`src/rtl/uart_rx_fifo.sv`:
```
// 8N1 serial receiver with mid-bit sampling feeding a small show-ahead FIFO (valid/ready read side).
// Define UART_RX_PARITY_EN to receive 8E1 frames and drive parity_err; otherwise parity_err is tied 0.
//
// state   | meaning
// IDLE    | line idle, waiting for a falling edge (only after a high level has been seen)
// START   | counting to the start-bit centre, rejecting glitches
// DATA    | sampling 8 data bits LSB first at bit centres
// PARITY  | sampling the even-parity bit (parity build only)
// STOP    | sampling the stop bit; push byte or flag framing error
// BREAK   | line stuck low after a framing error, waiting for it to return high
module uart_rx_fifo #(
    parameter int CLK_DIV = 52,
    parameter int FIFO_AW = 2
) (
    input  logic       clk,
    input  logic       rst_n,
    input  logic       uart_rx,
    output logic [7:0] rd_data,
    output logic       rd_valid,
    input  logic       rd_ready,
    output logic       frame_err,
    output logic       overrun,
    output logic       parity_err
);

    localparam int CW    = $clog2(CLK_DIV);
    localparam int PW    = FIFO_AW + 1;
    localparam int DEPTH = 1 << FIFO_AW;

    localparam logic [CW-1:0] HALF_TC = CW'(CLK_DIV / 2 - 1);
    localparam logic [CW-1:0] FULL_TC = CW'(CLK_DIV - 1);

    typedef enum logic [2:0] {
        S_IDLE,
        S_START,
        S_DATA,
`ifdef UART_RX_PARITY_EN
        S_PARITY,
`endif
        S_STOP,
        S_BREAK
    } state_t;

    logic          sync1_q, sync2_q;
    logic [1:0]    fill_q;
    logic          rxs;
    logic          rxs_real;

    state_t        state_q;
    logic [CW-1:0] cnt_q;
    logic [2:0]    bit_q;
    logic [7:0]    sr_q;
    logic          idle_seen_q;
    logic          frame_err_q;
    logic          overrun_q;
    logic          push;

    logic [7:0]    mem_q [DEPTH];
    logic [PW-1:0] wptr_q, wptr_d;
    logic [PW-1:0] rptr_q, rptr_d;
    logic          empty, full, pop, wr_en, drop;

    // fill_q marks when the synchronizer holds real line samples rather than its reset value,
    // so a line held low through reset cannot set idle_seen from the reset-state ones.
    always_ff @(posedge clk or negedge rst_n) begin
        if (!rst_n) begin
            sync1_q <= 1'b1;
            sync2_q <= 1'b1;
            fill_q  <= 2'b00;
        end else begin
            sync1_q <= uart_rx;
            sync2_q <= sync1_q;
            fill_q  <= {fill_q[0], 1'b1};
        end
    end

    assign rxs      = sync2_q;
    assign rxs_real = fill_q[1];

`ifdef UART_RX_PARITY_EN
    logic par_bad_q;
    logic parity_err_q;

    assign push       = (state_q == S_STOP) && (cnt_q == FULL_TC) && rxs && !par_bad_q;
    assign parity_err = parity_err_q;
`else
    assign push       = (state_q == S_STOP) && (cnt_q == FULL_TC) && rxs;
    assign parity_err = 1'b0;
`endif

    always_ff @(posedge clk or negedge rst_n) begin
        if (!rst_n) begin
            state_q      <= S_IDLE;
            cnt_q        <= '0;
            bit_q        <= '0;
            sr_q         <= '0;
            idle_seen_q  <= 1'b0;
            frame_err_q  <= 1'b0;
`ifdef UART_RX_PARITY_EN
            par_bad_q    <= 1'b0;
            parity_err_q <= 1'b0;
`endif
        end else begin
            frame_err_q  <= 1'b0;
`ifdef UART_RX_PARITY_EN
            parity_err_q <= 1'b0;
`endif
            if (rxs && rxs_real) idle_seen_q <= 1'b1;

            case (state_q)
                S_IDLE: begin
                    if (!rxs && idle_seen_q) begin
                        state_q <= S_START;
                        cnt_q   <= '0;
                    end
                end
                S_START: begin
                    if (cnt_q == HALF_TC) begin
                        cnt_q <= '0;
                        bit_q <= '0;
                        state_q <= rxs ? S_IDLE : S_DATA;
                    end else begin
                        cnt_q <= cnt_q + CW'(1);
                    end
                end
                S_DATA: begin
                    if (cnt_q == FULL_TC) begin
                        cnt_q <= '0;
                        sr_q  <= {rxs, sr_q[7:1]};
                        bit_q <= bit_q + 3'd1;
                        if (bit_q == 3'd7) begin
`ifdef UART_RX_PARITY_EN
                            state_q <= S_PARITY;
`else
                            state_q <= S_STOP;
`endif
                        end
                    end else begin
                        cnt_q <= cnt_q + CW'(1);
                    end
                end
`ifdef UART_RX_PARITY_EN
                S_PARITY: begin
                    if (cnt_q == FULL_TC) begin
                        cnt_q     <= '0;
                        par_bad_q <= rxs ^ (^sr_q);
                        state_q   <= S_STOP;
                    end else begin
                        cnt_q <= cnt_q + CW'(1);
                    end
                end
`endif
                S_STOP: begin
                    if (cnt_q == FULL_TC) begin
                        cnt_q <= '0;
                        if (rxs) begin
`ifdef UART_RX_PARITY_EN
                            parity_err_q <= par_bad_q;
`endif
                            state_q <= S_IDLE;
                        end else begin
                            frame_err_q <= 1'b1;
                            state_q     <= S_BREAK;
                        end
                    end else begin
                        cnt_q <= cnt_q + CW'(1);
                    end
                end
                S_BREAK: begin
                    if (rxs) state_q <= S_IDLE;
                end
                default: state_q <= S_IDLE;
            endcase
        end
    end

    assign empty    = (wptr_q == rptr_q);
    assign full     = (wptr_q[FIFO_AW] != rptr_q[FIFO_AW]) &&
                      (wptr_q[FIFO_AW-1:0] == rptr_q[FIFO_AW-1:0]);
    assign rd_valid = !empty;
    assign pop      = rd_valid && rd_ready;
    // A pop frees the head slot in the same cycle, so a full FIFO still accepts a push then.
    assign wr_en    = push && (!full || pop);
    assign drop     = push && full && !pop;
    assign rd_data  = mem_q[rptr_q[FIFO_AW-1:0]];

    always_comb begin
        wptr_d = wptr_q;
        rptr_d = rptr_q;
        if (wr_en) wptr_d = wptr_q + PW'(1);
        if (pop)   rptr_d = rptr_q + PW'(1);
    end

    always_ff @(posedge clk or negedge rst_n) begin
        if (!rst_n) begin
            wptr_q    <= '0;
            rptr_q    <= '0;
            overrun_q <= 1'b0;
            for (int i = 0; i < DEPTH; i++) mem_q[i] <= '0;
        end else begin
            wptr_q    <= wptr_d;
            rptr_q    <= rptr_d;
            overrun_q <= drop;
            if (wr_en) mem_q[wptr_q[FIFO_AW-1:0]] <= sr_q;
        end
    end

    assign frame_err = frame_err_q;
    assign overrun   = overrun_q;

endmodule

```
`config.mk`:
```
export PLATFORM = sky130hd
export DESIGN_NAME = uart_rx_fifo
export DESIGN_NICKNAME = d
export VERILOG_FILES = /design/src/rtl/uart_rx_fifo.sv
export SDC_FILE = /design/constraint.sdc
export NUM_CORES = 1
export LEC_CHECK = 0
export CAP_MARGIN = 20
export CORE_ASPECT_RATIO = 1.25
export CORE_MARGIN = 2
export CORE_UTILIZATION = 40
export CTS_BUF_LIST = sky130_fd_sc_hd__clkbuf_4 sky130_fd_sc_hd__clkbuf_8
export DETAILED_ROUTE_END_ITERATION = 10
export SETUP_SLACK_MARGIN = 0.02
export SYNTH_ARGS = -nofsm -noshare
export SYNTH_HDL_FRONTEND = slang
export SYNTH_SLANG_ARGS = --single-unit
```
`constraint.sdc`:
```
create_clock -name clk -period 2.9 [get_ports clk]
set_input_delay 0.87 -clock clk [delete_from_list [all_inputs] [get_ports clk]]
set_output_delay 0.87 -clock clk [all_outputs]
set_load 0.005 [all_outputs]
```
Word level (Yosys, flattened, before mapping)
Cells that the tools add are included.
{ "classes": {"n_reduce_logical": 23, "mux": 25, "addsub": 4, "n_lt_le_gt_ge": 3, "n_bitwise": 2, "n_eq_ne": 16} }
{ "ops": {"columns": ["op", "count"], "rows": [
  ["$bwmux 32", 1],
  ["$mux 3", 9],
  ["$mux 8", 3],
  ["$mux 6", 3],
  ["$pmux 6 s3", 1],
  ["$bmux 8 s2", 1],
  ["$demux 8 s2", 1],
  ["$pmux 3 s5", 1],
  ["$logic_and 1x1->1", 10],
  ["$ne 2x2->1 const B", 5],
  ["$add 3x1->3 const B", 3],
  ["$add 6x1->6 const B", 1],
  ["$eq 3x2->1 const B", 2],
  ["$eq 3x3->1 const B", 2],
  ["$eq 6x5->1 const B", 1],
  ["$eq 6x6->1 const B", 1],
  ["$ge 3x3->1 const B", 2],
  ["$not 2->3", 2],
  ["$pmux 3 s2", 1],
  ["$reduce_and 6->1", 1],
  ["$logic_not 1->1", 4],
  ["$reduce_and 2->1", 2],
  ["$eq 3x1->1 const B", 1],
  ["$eq 3x3->1", 1],
  ["12 further kinds", 14]
]} }
{ "totals": {"elab_cells": 89, "regBits": 65, "out_inout_bits": 12} }

Depth between registers and ports, before layout
{ "logic_depth": {"ltp_word": 6, "mapped_depth": 7} }

Worst setup path before layout
No wires, ideal clock.
{ "synth_timing": {"path_kind": "input to register", "from": "input rd_ready", "to": "register mem_q[0] (netlist bit)", "n_path_buf": 2, "arrival_time_ps": 2124, "setup_time_ps": 125, "stages": 5, "path_slack_ps": 650, "path_cell_list": "or4_1 buf_2 and3_4 buf_6 mux2_4"} }
{ "synth_via": {"elab_chain_len": 3} }
{ "synth_rtl": {"columns": ["element", "line", "text"], "rows": [
  ["start, declared", "20", "input logic rd_ready,"],
  ["$logic_and 1x1->1", "181", "assign pop = rd_valid && rd_ready;"],
  ["$logic_or 1x1->1", "183", "assign wr_en = push && (!full || pop);"],
  ["$logic_and 1x1->1", "183", null],
  ["end signal, assigned by index", "204", "if (wr_en) mem_q[wptr_q[FIFO_AW-1:0]] <= sr_q;"],
  ["end, declared", "58", "logic [7:0] mem_q [DEPTH];"]
]} }
Every way passes these cells.
A chain may end at the register's enable or synchronous reset.

Worst setup path in the final report
{ "layout_timing": {"from": "register rptr_q[0]", "to": "output rd_data[5]"} }
{ "layout_via": {"elab_chain_len": 4} }
{ "layout_rtl": {"columns": ["element", "line", "text"], "rows": [
  ["start, declared", "60", "logic [PW-1:0] rptr_q, rptr_d;"],
  ["start signal, assigned", "202", "rptr_q <= rptr_d;"],
  ["$not 2->3 (implied by the code)", "185", "assign rd_data = mem_q[rptr_q[FIFO_AW-1:0]];"],
  ["$bmux 8 s2", "185", null],
  ["$mux 8 (implied by the code) (2 in a row)", "185", null],
  ["end, declared", "18", "output logic [7:0] rd_data,"]
]} }
Every way passes these cells. The select of a mux whose other input is x is not followed.

==> results.sh <==
export IMPL_cp_arrival_ns=1.92
export IMPL_drt_total_wl_mm=5.43
export IMPL_n_antenna_cell=0
export IMPL_syn_to_final_growth_pct=14.9
export IMPL_reg2reg_depth=5
export IMPL_clock_skew_ns=0.00861
export IMPL_crit_required_ns=2.03
export IMPL_ys_async_sr_fraction_pct=100
export IMPL_io_pins=16
export IMPL_r2r_start="cnt_q[0]"
export IMPL_min_from="fill_q[0]"
export IMPL_startpoint="rptr_q[0]"
export IMPL_synth_main_ff_cell="dfrtp_1"
export IMPL_final_common_cell="dfrtp_1"
export IMPL_fmax_mhz=359
export IMPL_gr_total_overflow=0
export IMPL_finalSetupTns_ns=0
export IMPL_initial_core_util_pct=40.8
export IMPL_synth_cell_types=48
export IMPL_postPlaceCellArea_mm2=0.00337
export IMPL_crit_end="rd_data[5]"
export IMPL_final_cell_mix="dfrtp_1, mux2_4, mux2_2, inv_1, clkdlybuf4s50_1"
export IMPL_port_buffers=14
export IMPL_drcViolationCount=0
export IMPL_clock_latency_ns=0.34
export IMPL_numPlacedInstances=326
export IMPL_finalHoldViolCount=0
export IMPL_fin_crit_sh_pct=96.1
export IMPL_use_met2_pct=25.5
export IMPL_firstDrtPassIters=4
export IMPL_synth_cells=226
export IMPL_leakage_nw=1.73
export IMPL_ys_warn_count=0
export IMPL_cp_end_kind="output port"
export IMPL_grt_pass1_vias=1928
export IMPL_grt_use_total_pct=14.2
export IMPL_die_area_mm2=0.00863
export IMPL_netlist_area_mm2=0.00316
export IMPL_syn_nets=239
export IMPL_ys_ff_latch=65
export IMPL_antenna_found_initial=0
export IMPL_ant_nets=0
export IMPL_grt_pass1_wl_mm=9.36
export IMPL_wl_per_cell_um=15.8
export IMPL_clockBufferDepth=2
export IMPL_cts_max_level=3
export IMPL_cts_sinks=65
export IMPL_clkTransAtPathRegs_ns=0.07
export IMPL_cp_start_kind="flip-flop"
export IMPL_critPathMaxFanout=8
export IMPL_timing_rr_end="sr_q[0]"
export IMPL_synth_edf_count=0
export IMPL_rrSetupSlack_ns=0.78
export IMPL_critical_path_class="flip-flop to output port"
export IMPL_rsz0062_at_grt="false"
export IMPL_power_w=0.00244
export IMPL_cts_buffers_inserted=9
export IMPL_coreArea_mm2=0.00775
export IMPL_hold_path_class="flip-flop to flip-flop"
export IMPL_cts_hold_buf=0
export IMPL_slew_violations=0
export IMPL_place_hpwl_mm=3.59
export IMPL_fillers=712
export IMPL_grt_busiest_layer="met2"
export IMPL_rows=36
export IMPL_ys_seq_area_share_pct=51.6
export IMPL_fp_dieH_um=103
export IMPL_cellPowerDensity_mw_per_mm2=671
export IMPL_outcome="completed"
export IMPL_design_area_mm2=0.00363
export IMPL_cts_tree="yes"
export IMPL_holdWs_ns=0.350
export IMPL_syn_avg_cell_area_um2=14.0
export IMPL_cap_violations=0
export IMPL_drive_gt1_share_pct=29.0
export IMPL_place_gp_congestion=0.755
export IMPL_drt_iter0_drc=86
export IMPL_die_x_um=83.5
export IMPL_grt_max_degree=52
export IMPL_vias=1812
export IMPL_vias_per_cell=5.28
export IMPL_met1_usage_pct=15.7
export IMPL_fin_crit_ns=2.79
export IMPL_use_met3_pct=3.49
export IMPL_layout_nets=256
export IMPL_setup_violations=0
export IMPL_instances_no_fill=343
export IMPL_cts_root_buf="clkbuf_8"
export IMPL_irDropWorstVdd_mv=0.350
[cell usage after synthesis, drive strengths merged, types with 4 or more instances]
library cell / number / area (um^2)
and3: 4 / 40.0
dfrtp: 63 / 1580
o211ai: 4 / 30.0
nor2: 5 / 18.8
o21ai: 4 / 20.0
mux4: 8 / 210
inv: 12 / 45.0
mux2: 41 / 552
clkbuf: 5 / 18.8
xnor2: 4 / 35.0
nand2: 10 / 37.5
nand3: 6 / 35.0
ha: 9 / 113
buf: 7 / 68.8
[layout make-up]
cell class | instances | area (um^2) | area share, %
Sequential cell | 65 | 1630 | 44.9
Multi-Input combinational cell | 137 | 1400 | 38.5
Timing Repair Buffer | 18 | 195 | 5.38
Clock buffer | 9 | 124 | 3.41
Clock inverter | 7 | 119 | 3.27
Tap cell | 95 | 119 | 3.27
Inverter | 12 | 45.0 | 1.24
[how the worst min path moves through the flow]
| stage | endpoint | slack (ns) | cells after the start |
|---|---|---|---|
| final | fill_q[1] | 0.35 | 0 |
| after global routing | rxs | 0.36 | 0 |
| after CTS | fill_q[1] | 0.35 | 0 |
| after detailed placement | fill_q[1] | 0.33 | 0 |
| after global placement | fill_q[1] | 0.33 | 0 |
| after floorplan | fill_q[1] | 0.33 | 0 |
[stage by stage]
step	utilization, %	worst slack [ns]
6_report	46.9	0.112
5_1_grt	46.9	0.0310
4_1_cts	46.8	0.0427
3_5_place_dp	43.5	0.146
3_3_place_gp	43.5	0.139
2_1_floorplan	-	0.650
[critical path, stage by stage, from the launching register on]
cell and delay [ns]:
dfrtp_2 0.41, buf_12 0.15, mux4_1 0.56, clkdlybuf4s50_1 0.46
[metal layers]
metal,wire [um],share of wire (%)
met5,0,0
met4,114,2.1
met3,167,3.1
met2,2890,53
met1,2260,42
[sequential cells by signal (all words and copies together), names as in the netlist]
register	count
fill_q	2
overrun	1
mem_q	32
wptr_q	3
rxs	1
sr_q	8
bit_q	3
cnt_q	6
state_q	3
idle_seen_q	1
frame_err	1
rptr_q	3
sync1_q	1
[logic make-up (layout without fill, tap and decap cells)]
kind of cell | after synthesis | count (layout) | synth area share, %
AO/OA/AOI/OAI | 25 | 25 | 5.54
buffers and inverters | 24 | 46 | 4.20
other | 2 | 2 | 0.238
flip-flops | 65 | 65 | 51.6
AND/OR/NAND/NOR | 44 | 44 | 8.52
multiplexers | 50 | 50 | 24.4
adder cells (fa/ha/maj) | 9 | 9 | 3.56
XOR/XNOR | 7 | 7 | 1.94
[report_power, final]
group	internal (W)	total, W	switching (W)
clock	0.000570	0.000927	0.000357
combinational	0.000223	0.000444	0.000221
sequential	0.000977	0.00106	0.0000868
[repair_timing]
action                     in CTS  in global routing
setup endpoints to repair       4                  2
hold endpoints to repair        0                  0
setup buffers                   1                  0
cloned                          0                  0
gates resized for setup         1                  2
Note: power is estimated with default switching activity, not from simulation.
